--- src/rtl/reg_file_pkg.sv ---
`default_nettype none
// ============================================================================
// Module : reg_file_pkg
// Brief  : Shared types and defaults for the multi-port register file.
// Rev    : 1.0
// ============================================================================
package reg_file_pkg;

    typedef enum logic [0:0] {
        RF_CLR = 1'b0,
        RF_RUN = 1'b1
    } rf_state_t;

    localparam int RF_XLEN_DEF = 32;
    localparam int RF_NREG_DEF = 32;

endpackage
`default_nettype wire

--- src/rtl/reg_file_mp_scoreboard.sv ---
`default_nettype none
// ============================================================================
// Module : rf_scoreboard
// Brief  : Per-register busy vector with set/clear priority and NRD lookups.
// Rev    : 1.0
// ============================================================================
module rf_scoreboard
    import reg_file_pkg::*;
#(
    parameter int  NREG    = RF_NREG_DEF,
    parameter int  NRD     = 2,
    parameter int  ZERO_R0 = 1,
    localparam int AW      = $clog2(NREG)
) (
    input  logic              clk,
    input  logic              rst,
    input  logic              i_run,
    input  logic              i_flush,
    input  logic              i_set,
    input  logic [AW-1:0]     i_set_addr,
    input  logic              i_clr,
    input  logic [AW-1:0]     i_clr_addr,
    input  logic [NRD*AW-1:0] i_ra,
    output logic [NRD-1:0]    o_busy
);

    logic [NREG-1:0] r_busy;
    logic [NREG-1:0] w_busy_nxt;

    // A new producer issued in the same cycle as the old one writes back wins.
    always_comb begin
        w_busy_nxt = r_busy;
        if (i_flush) begin
            w_busy_nxt = '0;
        end else if (i_run) begin
            for (int r = 0; r < NREG; r++) begin
                if (i_set && (i_set_addr == AW'(r))) begin
                    w_busy_nxt[r] = 1'b1;
                end else if (i_clr && (i_clr_addr == AW'(r))) begin
                    w_busy_nxt[r] = 1'b0;
                end
            end
        end
        if (ZERO_R0 != 0) begin
            w_busy_nxt[0] = 1'b0;
        end
    end

    always_ff @(posedge clk or posedge rst) begin
        if (rst) begin
            r_busy <= '0;
        end else begin
            r_busy <= w_busy_nxt;
        end
    end

    for (genvar gi = 0; gi < NRD; gi++) begin : g_lookup
        assign o_busy[gi] = r_busy[i_ra[gi*AW +: AW]];
    end

endmodule
`default_nettype wire

--- src/rtl/reg_file_mp.sv ---
`default_nettype none
// ============================================================================
// Module : reg_file_mp
// Brief  : Multi-read-port register file with write bypass, busy scoreboard
//          and a sequenced clear sweep.
// Rev    : 1.0
// ============================================================================
module reg_file_mp
    import reg_file_pkg::*;
#(
    parameter int  XLEN    = RF_XLEN_DEF,
    parameter int  NREG    = RF_NREG_DEF,
    parameter int  NRD     = 2,
    parameter int  ZERO_R0 = 1,
    parameter int  BYPASS  = 1,
    localparam int AW      = $clog2(NREG)
) (
    input  logic                clk,
    input  logic                rst,
    input  logic                clr,
    output logic                rdy,
    input  logic [NRD*AW-1:0]   ra,
    output logic [NRD*XLEN-1:0] rd,
    output logic [NRD-1:0]      rbusy,
    input  logic                we,
    input  logic [AW-1:0]       wa,
    input  logic [XLEN-1:0]     wd,
    input  logic                iss,
    input  logic [AW-1:0]       ia
);

    rf_state_t       r_state;
    rf_state_t       w_state_nxt;
    logic [AW-1:0]   r_ptr;
    logic [AW-1:0]   w_ptr_nxt;
    logic [XLEN-1:0] r_rf [NREG];

    logic            w_run;
    logic            w_wr_legal;
    logic [NRD-1:0]  w_busy_raw;

    assign w_run      = (r_state == RF_RUN);
    assign w_wr_legal = we && w_run && !((ZERO_R0 != 0) && (wa == '0));
    assign rdy        = w_run;

    always_ff @(posedge clk or posedge rst) begin
        if (rst) begin
            r_state <= RF_CLR;
            r_ptr   <= '0;
        end else begin
            r_state <= w_state_nxt;
            r_ptr   <= w_ptr_nxt;
        end
    end

    always_comb begin
        w_state_nxt = r_state;
        w_ptr_nxt   = r_ptr;
        case (r_state)
            RF_CLR: begin
                w_ptr_nxt = r_ptr + 1'b1;
                if (r_ptr == AW'(NREG - 1)) begin
                    w_state_nxt = RF_RUN;
                    w_ptr_nxt   = '0;
                end
            end
            RF_RUN: begin
                if (clr) begin
                    w_state_nxt = RF_CLR;
                    w_ptr_nxt   = '0;
                end
            end
            default: begin
                w_state_nxt = RF_CLR;
                w_ptr_nxt   = '0;
            end
        endcase
    end

    // Storage has no reset; the sweep is what brings it to a known state.
    always_ff @(posedge clk) begin
        if (r_state == RF_CLR) begin
            r_rf[r_ptr] <= '0;
        end else if (w_wr_legal) begin
            r_rf[wa] <= wd;
        end
    end

    rf_scoreboard #(
        .NREG    (NREG),
        .NRD     (NRD),
        .ZERO_R0 (ZERO_R0)
    ) u_sb (
        .clk        (clk),
        .rst        (rst),
        .i_run      (w_run),
        .i_flush    (w_run && clr),
        .i_set      (iss),
        .i_set_addr (ia),
        .i_clr      (we),
        .i_clr_addr (wa),
        .i_ra       (ra),
        .o_busy     (w_busy_raw)
    );

    for (genvar gi = 0; gi < NRD; gi++) begin : g_rd
        logic [AW-1:0] w_addr;
        logic          w_is_r0;
        logic          w_fwd;
        logic          w_kill;

        assign w_addr  = ra[gi*AW +: AW];
        assign w_is_r0 = (ZERO_R0 != 0) && (w_addr == '0);
        assign w_fwd   = (BYPASS != 0) && w_wr_legal && (wa == w_addr);
        // A forwarded value is already available, unless it is re-issued now.
        assign w_kill  = (BYPASS != 0) && we && (wa == w_addr) && !(iss && (ia == w_addr));

        assign rd[gi*XLEN +: XLEN] = (!w_run || w_is_r0) ? '0 :
                                     w_fwd               ? wd : r_rf[w_addr];
        assign rbusy[gi] = w_run && !w_is_r0 && !w_kill && w_busy_raw[gi];
    end

endmodule
`default_nettype wire

--- config.mk ---
export PLATFORM = sky130hd
export DESIGN_NAME = reg_file_mp
export DESIGN_NICKNAME = d
export VERILOG_FILES = /design/src/rtl/reg_file_pkg.sv /design/src/rtl/reg_file_mp_scoreboard.sv /design/src/rtl/reg_file_mp.sv
export SDC_FILE = /design/constraint.sdc
export NUM_CORES = 1
export LEC_CHECK = 0
export CORE_MARGIN = 2
export CORE_UTILIZATION = 30
export DETAILED_ROUTE_END_ITERATION = 7
export SLEW_MARGIN = 20
export SYNTH_ARGS = -nofsm -noshare
export SYNTH_HDL_FRONTEND = slang
export SYNTH_SLANG_ARGS = --single-unit
--- constraint.sdc ---
create_clock -name clk -period 9.1 [get_ports clk]
set_input_delay 1.365 -clock clk [delete_from_list [all_inputs] [get_ports clk]]
set_output_delay 1.365 -clock clk [all_outputs]
set_load 0.03 [all_outputs]
# After elaboration in Yosys (flattened, before gate mapping)

Memory sizes are Yosys's and may differ from the RTL's.
Cells that the tools add are included.

Register bits after elaboration: 37
Bits in latches: 0
Memory bits (writable): 1024
ROM bits: 0
Bits of input ports: 57
Output and inout bits: 67
Word-level logic and storage cells: 350
Memories: 1

Memories:

| memory | depth | bits a word | read ports | clocked after Yosys merged registers in | wr ports | line              | RTL |
|---|---|---|---|---|---|---|---|
| r_rf   | 32    | 32          | 2          | 0                                       | 1        | reg_file_mp.sv:36 | `logic [XLEN-1:0] r_rf [NREG];` |

Add/sub/neg operators: 1
$mul: 0
Div/mod/pow operators: 0
Order comparisons: 2
Equal/unequal tests: 68
Shift operators: 0
Muxes and demuxes: 86
Bitwise operators: 1
Reduce and logical (&&, ||, !) cells: 158

Operators by type and width:

| operator              | number |
|---|---|
| $mux W32              | 7 |
| $eq A5 B5 Y1 const B  | 33 |
| $reduce_bool A3 Y1    | 31 |
| $eq A5 B4 Y1 const B  | 16 |
| $logic_and A1 B1 Y1   | 80 |
| $mux W1               | 72 |
| $reduce_and A2 Y1     | 31 |
| $eq A5 B3 Y1 const B  | 8 |
| $reduce_or A32 Y1     | 1 |
| $eq A5 B2 Y1 const B  | 4 |
| $eq A5 B5 Y1          | 4 |
| $logic_not A5 Y1      | 4 |
| $mux W5               | 3 |
| $lt A5 B6 Y1 const B  | 2 |
| $bmux W1 S5           | 2 |
| $eq A5 B1 Y1 const B  | 2 |
| $pmux W5 S2           | 1 |
| $logic_not A1 Y1      | 8 |
| $add A5 B1 Y5 const B | 1 |
| $logic_or A1 B1 Y1    | 2 |
| $ne A2 B2 Y1 const B  | 1 |
| $pmux W1 S2           | 1 |
| $reduce_bool A2 Y1    | 1 |
| $not A1 Y1            | 1 |

# Depth between registers and ports, before layout

Gate-level depths: netlist of the first run.

Depth in word-level cells: 8
Depth in mapped cells: 10
Gate-level depth less buffers: 6

# Modules after synthesis

Synthesis of the first run repeated with hierarchy kept, for this count alone.

Cell total of the unflattened synthesis: 3043
Area total of the unflattened synthesis: 51303.0 µm²

Modules (own cells, without submodules):

| module        | instances | cells an instance | area an instance (µm²) | seq. area each (µm²) |
|---|---|---|---|---|
| reg_file_mp   | 1         | 2793              | 49195.9                | 30899.6 |
| rf_scoreboard | 1         | 250               | 2107.0                 | 775.7 |

# Worst setup path before layout of the first run

OpenSTA, ideal clock, no wires.

Path type: input to register
Start point: input wa[2]
End point: memory r_rf[24][0] (netlist bit), enable pin
Setup time: 461 ps
Arrival time: 5043 ps
Data required time: 8639 ps
Slack: 3596 ps
Stages: 8
Buffers on the path: 3
Cell sequence: buf_2 > or2_1 > buf_4 > o311a_1 > clkbuf_1 > nor3b_1 > a21oi_1 > nor3_1

Word-level cells in the longest chain between the ends: 8
Elaborated cells on any way between the ends: 9
Those cells by class: mux (5); reduce/logical (4)

Ends and longest elaborated chain:

| item                                                       | line              | RTL |
|---|---|---|
| from (decl)                                                | reg_file_mp.sv:26 | `input logic [AW-1:0] wa,` |
| $logic_not A5 Y1                                           | -                 |  |
| $logic_not A1 Y1                                           | reg_file_mp.sv:43 | `assign w_wr_legal = we && w_run && !((ZERO_R0 != 0) && (wa == '0));` |
| $logic_and A1 B1 Y1                                        | reg_file_mp.sv:43 |  |
| $mux W1                                                    | reg_file_mp.sv:84 | `end else if (w_wr_legal) begin` |
| $mux W1                                                    | reg_file_mp.sv:82 | `if (r_state == RF_CLR) begin` |
| $mux W1 (not written as such)                              | reg_file_mp.sv:85 | `r_rf[wa] <= wd;` |
| $reduce_or A32 Y1 (no source line)                         | -                 |  |
| $mux W5 (no source line) / $mux W1 (equally long branches) | -                 |  |
| to (decl)                                                  | reg_file_mp.sv:36 |  |

Several ways; a longest one is shown, not always the timed one.

# Worst setup path in the final report of the first run

Start point: input wa[3]
End point: output rd[43]

Word-level cells in the longest chain between the ends: 6
Elaborated cells on any way between the ends: 7
Those cells by class: eq/ne (1); mux (2); reduce/logical (4)

Ends and longest elaborated chain:

| item                    | line               | RTL |
|---|---|---|
| $logic_not A5 Y1        | -                  |  |
| $logic_not A1 Y1        | reg_file_mp.sv:43  |  |
| $logic_and A1 B1 Y1     | reg_file_mp.sv:43  |  |
| $logic_and A1 B1 Y1 (*) | reg_file_mp.sv:114 | `assign w_fwd = (BYPASS != 0) && w_wr_legal && (wa == w_addr);` |
| $mux W32 (*)            | reg_file_mp.sv:119 | `w_fwd ? wd : r_rf[w_addr];` |
| $mux W32 (*)            | reg_file_mp.sv:118 | `assign rd[gi*XLEN +: XLEN] = (!w_run \|\| w_is_r0) ? '0 :` |
| to (decl)               | reg_file_mp.sv:23  | `output logic [NRD*XLEN-1:0] rd,` |

Mark *: on every way between the ends. The rest lies on a longest branch, timed or not.

==> results.sh, run 1 <==
export IMPL_status="finished, final reports clean"
export IMPL_syn_area_per_cell_um2=17.3
export IMPL_pwr_share_clk=0.332
export IMPL_die_height_um=418
export IMPL_wl_per_cell_um=31.4
export IMPL_setup_viol=0
export IMPL_core_area_um2=171000
export IMPL_cts_tree="done"
export IMPL_initial_core_util=0.301
export IMPL_setup_tns_ps=0
export IMPL_grt_pass1_vias=31500
export IMPL_placed_cell_area_um2=55400
export IMPL_relSlewSlack=0.235
export IMPL_wl_met1_um=69300
export IMPL_critical_path_class="input pin to primary output"
export IMPL_cts_resized_gates=0
export IMPL_clk_pin_slew_worst_paths_ps=60
export IMPL_numCtsBuffers=106
export IMPL_gp_congestion=0.822
export IMPL_hold_viol=0
export IMPL_yosysTopAreaCellShare=0.597
export IMPL_synth_distinct_cells=63
export IMPL_die_x_um=418
export IMPL_critPathMaxFanout=34
export IMPL_fin_crit_ps=7050
export IMPL_fmax_mhz=142
export IMPL_skew_ps=45.8
export IMPL_ant_nets=0
export IMPL_synth_top_area_cell="edfxtp_1"
export IMPL_drive_gt1_frac=0.228
export IMPL_syn_num_nets=3029
export IMPL_cts_setup_buffers=0
export IMPL_pin_count=124
export IMPL_internal_power_w=0.00966
export IMPL_synth_seq_area_share=0.615
export IMPL_synthCells=2970
export IMPL_worst_pin_slew_ps=1150
export IMPL_maxSlewViolCount=0
export IMPL_synth_edf_count=1024
export IMPL_clk_path_buf_depth=3
export IMPL_synthTopCellsByArea="edfxtp_1, mux4_2, mux2i_1"
export IMPL_route_met3_wl_um=15300
export IMPL_post_route_period_util=0.775
export IMPL_vdd_drop_max_uv=145
export IMPL_antenna_found_initial=10
export IMPL_async_flop_share=0.0349
export IMPL_drv_cap=0
export IMPL_clock_sinks=1061
export IMPL_wl_met2_um=79300
export IMPL_synth_common_cells="edfxtp_1, mux4_2, mux2i_1"
export IMPL_worstPathCellList="clkdlybuf4s50_1 -> or2_1 -> o311a_2 -> buf_4 -> and2_1 -> and2_1 -> a211o_1 -> clkdlybuf4s50_1"
export IMPL_drt_initial_drc_count=4507
export IMPL_gr_usage_all_layers=0.189
export IMPL_cts_root_buf="clkbuf_16"
export IMPL_syn_area_um2=51500
export IMPL_p_seq_frac=0.460
export IMPL_p_sw_frac=0.298
export IMPL_rows=152
export IMPL_clk_latency_ps=740
export IMPL_dieArea_um2=175000
export IMPL_rsz0062_at_grt="no"
export IMPL_crit_path_end_kind="primary output"
export IMPL_hold_class="flip-flop to flip-flop"
export IMPL_switchingPower_w=0.00410
export IMPL_grt_max_degree=119
export IMPL_topRoutingLayerUsed="met4"
export IMPL_power_leakage_nw=19.7
export IMPL_max_stage_delay_ps=850
export IMPL_hpwl_um=88400
export IMPL_synth_ff_type="edfxtp_1"
export IMPL_portBuffers=123
export IMPL_cp_required_ps=7740
export IMPL_drt_vias_per_instance=5.97
export IMPL_power_density_nw_per_um2=233
export IMPL_final_core_util=0.346
export IMPL_vias=32100
export IMPL_nNetsFinal=3112
export IMPL_grt_overflow_total=0
export IMPL_final_area_um2=59100
export IMPL_areaGrowthSynthToFinish_pct=14.8
export IMPL_arrival_ps=5680
export IMPL_drc_errors=0
export IMPL_slowest_stage="and2_1"
export IMPL_yosysWarnings=0
export IMPL_ys_seq_elements=1061
export IMPL_grt_pass1_wl_um=237000
export IMPL_wl_um=169000
export IMPL_cts_max_level=3
export IMPL_cts_hold_fix_buffers=0
export IMPL_first_pass_iters=6
export IMPL_comb_power_share=0.208
export IMPL_yosysMostFrequentCell="edfxtp_1"
export IMPL_cp_start_kind="input pin"
[layer usage]
metal | GRT usage | vias to the layer above
li1 | - | 12800
met1 | 0.267 | 17200
met2 | 0.301 | 1808
met3 | 0.0276 | 280
met4 | 0.0595 | 0
met5 | 0 | -
[final cells by class]
class / instances / area (um^2)
Antenna cell: 8 / 20.0
Clock inverter: 66 / 795
Inverter: 7 / 31.3
Multi-Input combinational cell: 1656 / 18900
Fill cell: 15900 / 112000
Timing Repair Buffer: 221 / 2100
Sequential cell: 1061 / 31700
Clock buffer: 127 / 2770
Tap cell: 2233 / 2790
[worst paths after layout]
path | from | end | slack (ps) | cells past startpoint
max in group asynchronous | rst | u_sb.r_busy[25] | 7620 | 3
min | u_sb.r_busy[3] | u_sb.r_busy[3] | 520 | 2
max | wa[3] | rd[43] | 2050 | 8
min reg2reg | u_sb.r_busy[3] | u_sb.r_busy[3] | 520 | 2
min in group asynchronous | rst | u_sb.r_busy[15] | 1080 | 3
max reg2reg | rdy | r_rf[0][2] | 5080 | 5
[logic make-up (layout without fill, tap and decap cells)]
kind of cell             after synthesis  count (layout)  synth area share
AO/OA/AOI/OAI                        609             609            0.0880
XOR/XNOR                              20              20           0.00340
adder cells (fa/ha/maj)                2               2          0.000486
buffers and inverters                253             421            0.0240
flip-flops                          1061            1061             0.615
multiplexers                         746             746             0.240
other                                  0               8                 0
AND/OR/NAND/NOR                      279             279            0.0289
[stage by stage]
stage	cells	hold slack, ps	power, W	worst slack, ps
floorplan	2970	459	0.00798	3600
global placement	5176	488	0.00921	2130
detailed placement	5176	505	0.00925	2080
CTS	5369	518	0.0138	2070
global route	5379	545	0.0142	1850
finish	5379	519	0.0138	2050
[worst max-delay path, delay by kind of cell]
family          cells  cell delay [ps]
compound gates      2              920
buf+inv             3             1860
simple gates        3             1470
[power by group through the flow]
stage	Sequential (W)	Combinational [W]	Clock, W
3_5_place_dp	0.00642	0.00283	0
3_3_place_gp	0.00640	0.00281	0
2_1_floorplan	0.00637	0.00161	0
6_report	0.00633	0.00286	0.00457
4_1_cts	0.00632	0.00284	0.00461
5_1_grt	0.00638	0.00298	0.00480
[flip-flops by register name, summed over array words and instances, names as in the netlist]
signal / cells
u_sb.r_busy: 31
r_ptr: 5
rdy: 1
r_rf: 1024
[cells in the final DEF, fill, tap and decap left out, types with 6 or more instances in the layout]
cell             instances
o22ai_1                  6
o21ai_0                 40
buf_4                   91
o2bb2ai_1               12
and2_1                  55
a221oi_1               152
bufinv_16               16
o21ai_1                 21
clkdlybuf4s50_1        115
mux4_2                 390
buf_12                   8
a32oi_1                 16
and2_2                   8
clkbuf_1                19
nor2b_1                 17
xnor2_1                 12
a22oi_1                106
clkbuf_16              108
nor3_1                  10
diode_2                  8
xor2_1                   8
a211oi_1                 6
nand2b_1                29
mux2i_1                348
a211o_1                 46
nor2_4                   6
nand3_1                 23
nor3_2                  28
o21bai_1                77
clkinv_2                18
nor2_1                  28
a21oi_1                 90
clkinv_1                23
nand2_1                 46
dfrtp_1                 37
edfxtp_1              1024
Note: power is estimated with default switching activity, not from simulation.
==> run 2, diff against run 1 <==
Clock period 9.1 ns to 6.5 ns, I/O delays scaled along.
==> results.sh, run 2 (synthesis results as in run 1) <==
export IMPL_core_area_um2=171000
export IMPL_comb_power_share=0.217
export IMPL_critPathLaunch="wa[3]"
export IMPL_skew_ps=37.7
export IMPL_cp_num_cells=9
export IMPL_p_seq_frac=0.471
export IMPL_mostFrequentLayoutCells="edfxtp_1, mux4_2, mux2i_1"
export IMPL_pwr_share_clk=0.312
export IMPL_fin_crit_ps=5660
export IMPL_vias=32500
export IMPL_p_sw_frac=0.301
export IMPL_final_core_util=0.346
export IMPL_drv_cap=0
export IMPL_critPathTopFamily="buffers and inverters"
export IMPL_critPathMaxFanout=29
export IMPL_largest_reg_flops=1024
export IMPL_cts_root_buf="clkbuf_16"
export IMPL_cp_start_kind="input pin"
export IMPL_rrSetupSlack_ps=2770
export IMPL_seqCellArea_um2=31700
export IMPL_hold_class="flip-flop to flip-flop"
export IMPL_wl_um=172000
export IMPL_antenna_found_initial=11
export IMPL_numCtsBuffers=108
export IMPL_cts_resized_gates=0
export IMPL_use_met1=0.274
export IMPL_drt_vias_per_instance=5.99
export IMPL_grt_overflow_total=0
export IMPL_grt_pass1_vias=32200
export IMPL_rsz0062_at_grt="no"
export IMPL_rr_endpoint="r_rf[28][24]"
export IMPL_internal_power_w=0.0131
export IMPL_post_route_period_util=0.871
export IMPL_setup_tns_ps=0
export IMPL_hold_viol=0
export IMPL_grt_busiest_layer="met2"
export IMPL_relSlewSlack=0.211
export IMPL_cts_hold_fix_buffers=0
export IMPL_dieArea_um2=175000
export IMPL_final_area_um2=59200
export IMPL_wl_per_cell_um=31.7
export IMPL_fin_ws_ps=840
export IMPL_nNetsFinal=3162
export IMPL_hpwl_um=95600
export IMPL_placed_cell_area_um2=56000
export IMPL_die_height_um=418
export IMPL_clock_sinks=1061
export IMPL_switchingPower_w=0.00566
export IMPL_cts_tree="done"
export IMPL_worst_pin_slew_ps=1180
export IMPL_gr_usage_all_layers=0.192
export IMPL_initial_core_util=0.301
export IMPL_portBuffers=123
export IMPL_power_leakage_nw=19.8
export IMPL_use_met2=0.295
export IMPL_final_common_cell="edfxtp_1"
export IMPL_grt_pass1_wl_um=240000
export IMPL_maxSlewViolCount=0
export IMPL_vdd_drop_max_uv=213
export IMPL_clk_latency_ps=710
export IMPL_fmax_mhz=177
export IMPL_endpoint="rd[57]"
export IMPL_setup_viol=0
export IMPL_top_regs="r_rf (1024), u_sb.r_busy (31), r_ptr (5)"
export IMPL_first_pass_iters=6
export IMPL_slowest_stage="o311a_2"
export IMPL_max_stage_delay_ps=720
export IMPL_power_total_w=0.0188
export IMPL_worstPathCellList="clkdlybuf4s50_1 -> or2_1 -> o311a_2 -> buf_4 -> and2_1 -> buf_4 -> nand2_1 -> nand3_1 -> clkdlybuf4s50_1"
export IMPL_gp_congestion=0.833
export IMPL_die_x_um=418
export IMPL_pin_count=124
export IMPL_use_met3=0.0346
export IMPL_dp_slack_ps=877
export IMPL_critical_path_class="input pin to primary output"
export IMPL_fillers=15900
export IMPL_crit_path_end_kind="primary output"
export IMPL_clk_pin_slew_worst_paths_ps=60
export IMPL_drc_errors=0
export IMPL_multi_input_area_um2=18900
export IMPL_cp_required_ps=5520
export IMPL_drt_initial_drc_count=4875
export IMPL_arrival_ps=4690
export IMPL_rows=152
export IMPL_regMostFlops="r_rf"
export IMPL_cts_setup_buffers=0
export IMPL_timing_rr_start="rdy"
export IMPL_critical_path_buf_inv_count=4
export IMPL_min_delay_start="u_sb.r_busy[11]"
export IMPL_cts_max_level=3
export IMPL_ant_nets=0
export IMPL_status="finished, final reports clean"
export IMPL_areaGrowthSynthToFinish_pct=15.0
export IMPL_drive_gt1_frac=0.234
export IMPL_grt_max_degree=125
export IMPL_power_density_nw_per_um2=317
export IMPL_ff2ff_path_depth=6
export IMPL_hold_depth=2
export IMPL_clk_path_buf_depth=3
run 2: cell types whose count changed in the layout (fill, tap and decap cells not counted), moves of 3 or more:
cell | previous run | this run
clkbuf_8 | 1 | 5
clkbuf_16 | 108 | 111
clkbuf_1 | 19 | 31
buf_12 | 8 | 22
and2_1 | 55 | 62
and2_2 | 8 | 1
nor3_2 | 28 | 32
bufinv_16 | 16 | 2
nor3_4 | 3 | 0
buf_4 | 91 | 130
clkdlybuf4s50_1 | 115 | 112
run 2: worst min path at each step:
stage,endpoint
final,u_sb.r_busy[11]
after global routing,u_sb.r_busy[5]
after CTS,u_sb.r_busy[11]
after detailed placement,u_sb.r_busy[11]
after global placement,u_sb.r_busy[3]
after floorplan,u_sb.r_busy[11]
run 2: layout make-up:
class	instances	share of cell area
inverters	7	0.000528
flip-flops and latches	1061	0.535
clock inverters	47	0.00509
clock buffers	146	0.0498
multi-input cells	1656	0.318
diodes	7	0.000296
well taps	2233	0.0472
repair buffers	269	0.0440
run 2: power by group through the flow:
stage               sequential, W  combinational [W]  clock, W
floorplan                 0.00892            0.00225         0
global placement          0.00893            0.00402         0
detailed placement        0.00897            0.00404         0
CTS                       0.00883            0.00405   0.00594
global route              0.00891            0.00424   0.00620
finish                    0.00884            0.00407   0.00586
run 2: metrics by stage:
stage,cells,hold WS [ps]
after global placement,5226,484
final,5426,514
after detailed placement,5226,500
after floorplan,2970,459
after global routing,5423,557
after CTS,5419,513
run 2: worst min-delay path: stages (launching register included):
cell,delay (ps)
dfrtp_1,360
nand2_1,50
o21ai_0,60
run 2: per-layer routing:
layer  wire [um]  part of all wire
met3       17000             0.099
met5           0                 0
met1       70800              0.41
met2       77500              0.45
met4        6480             0.038
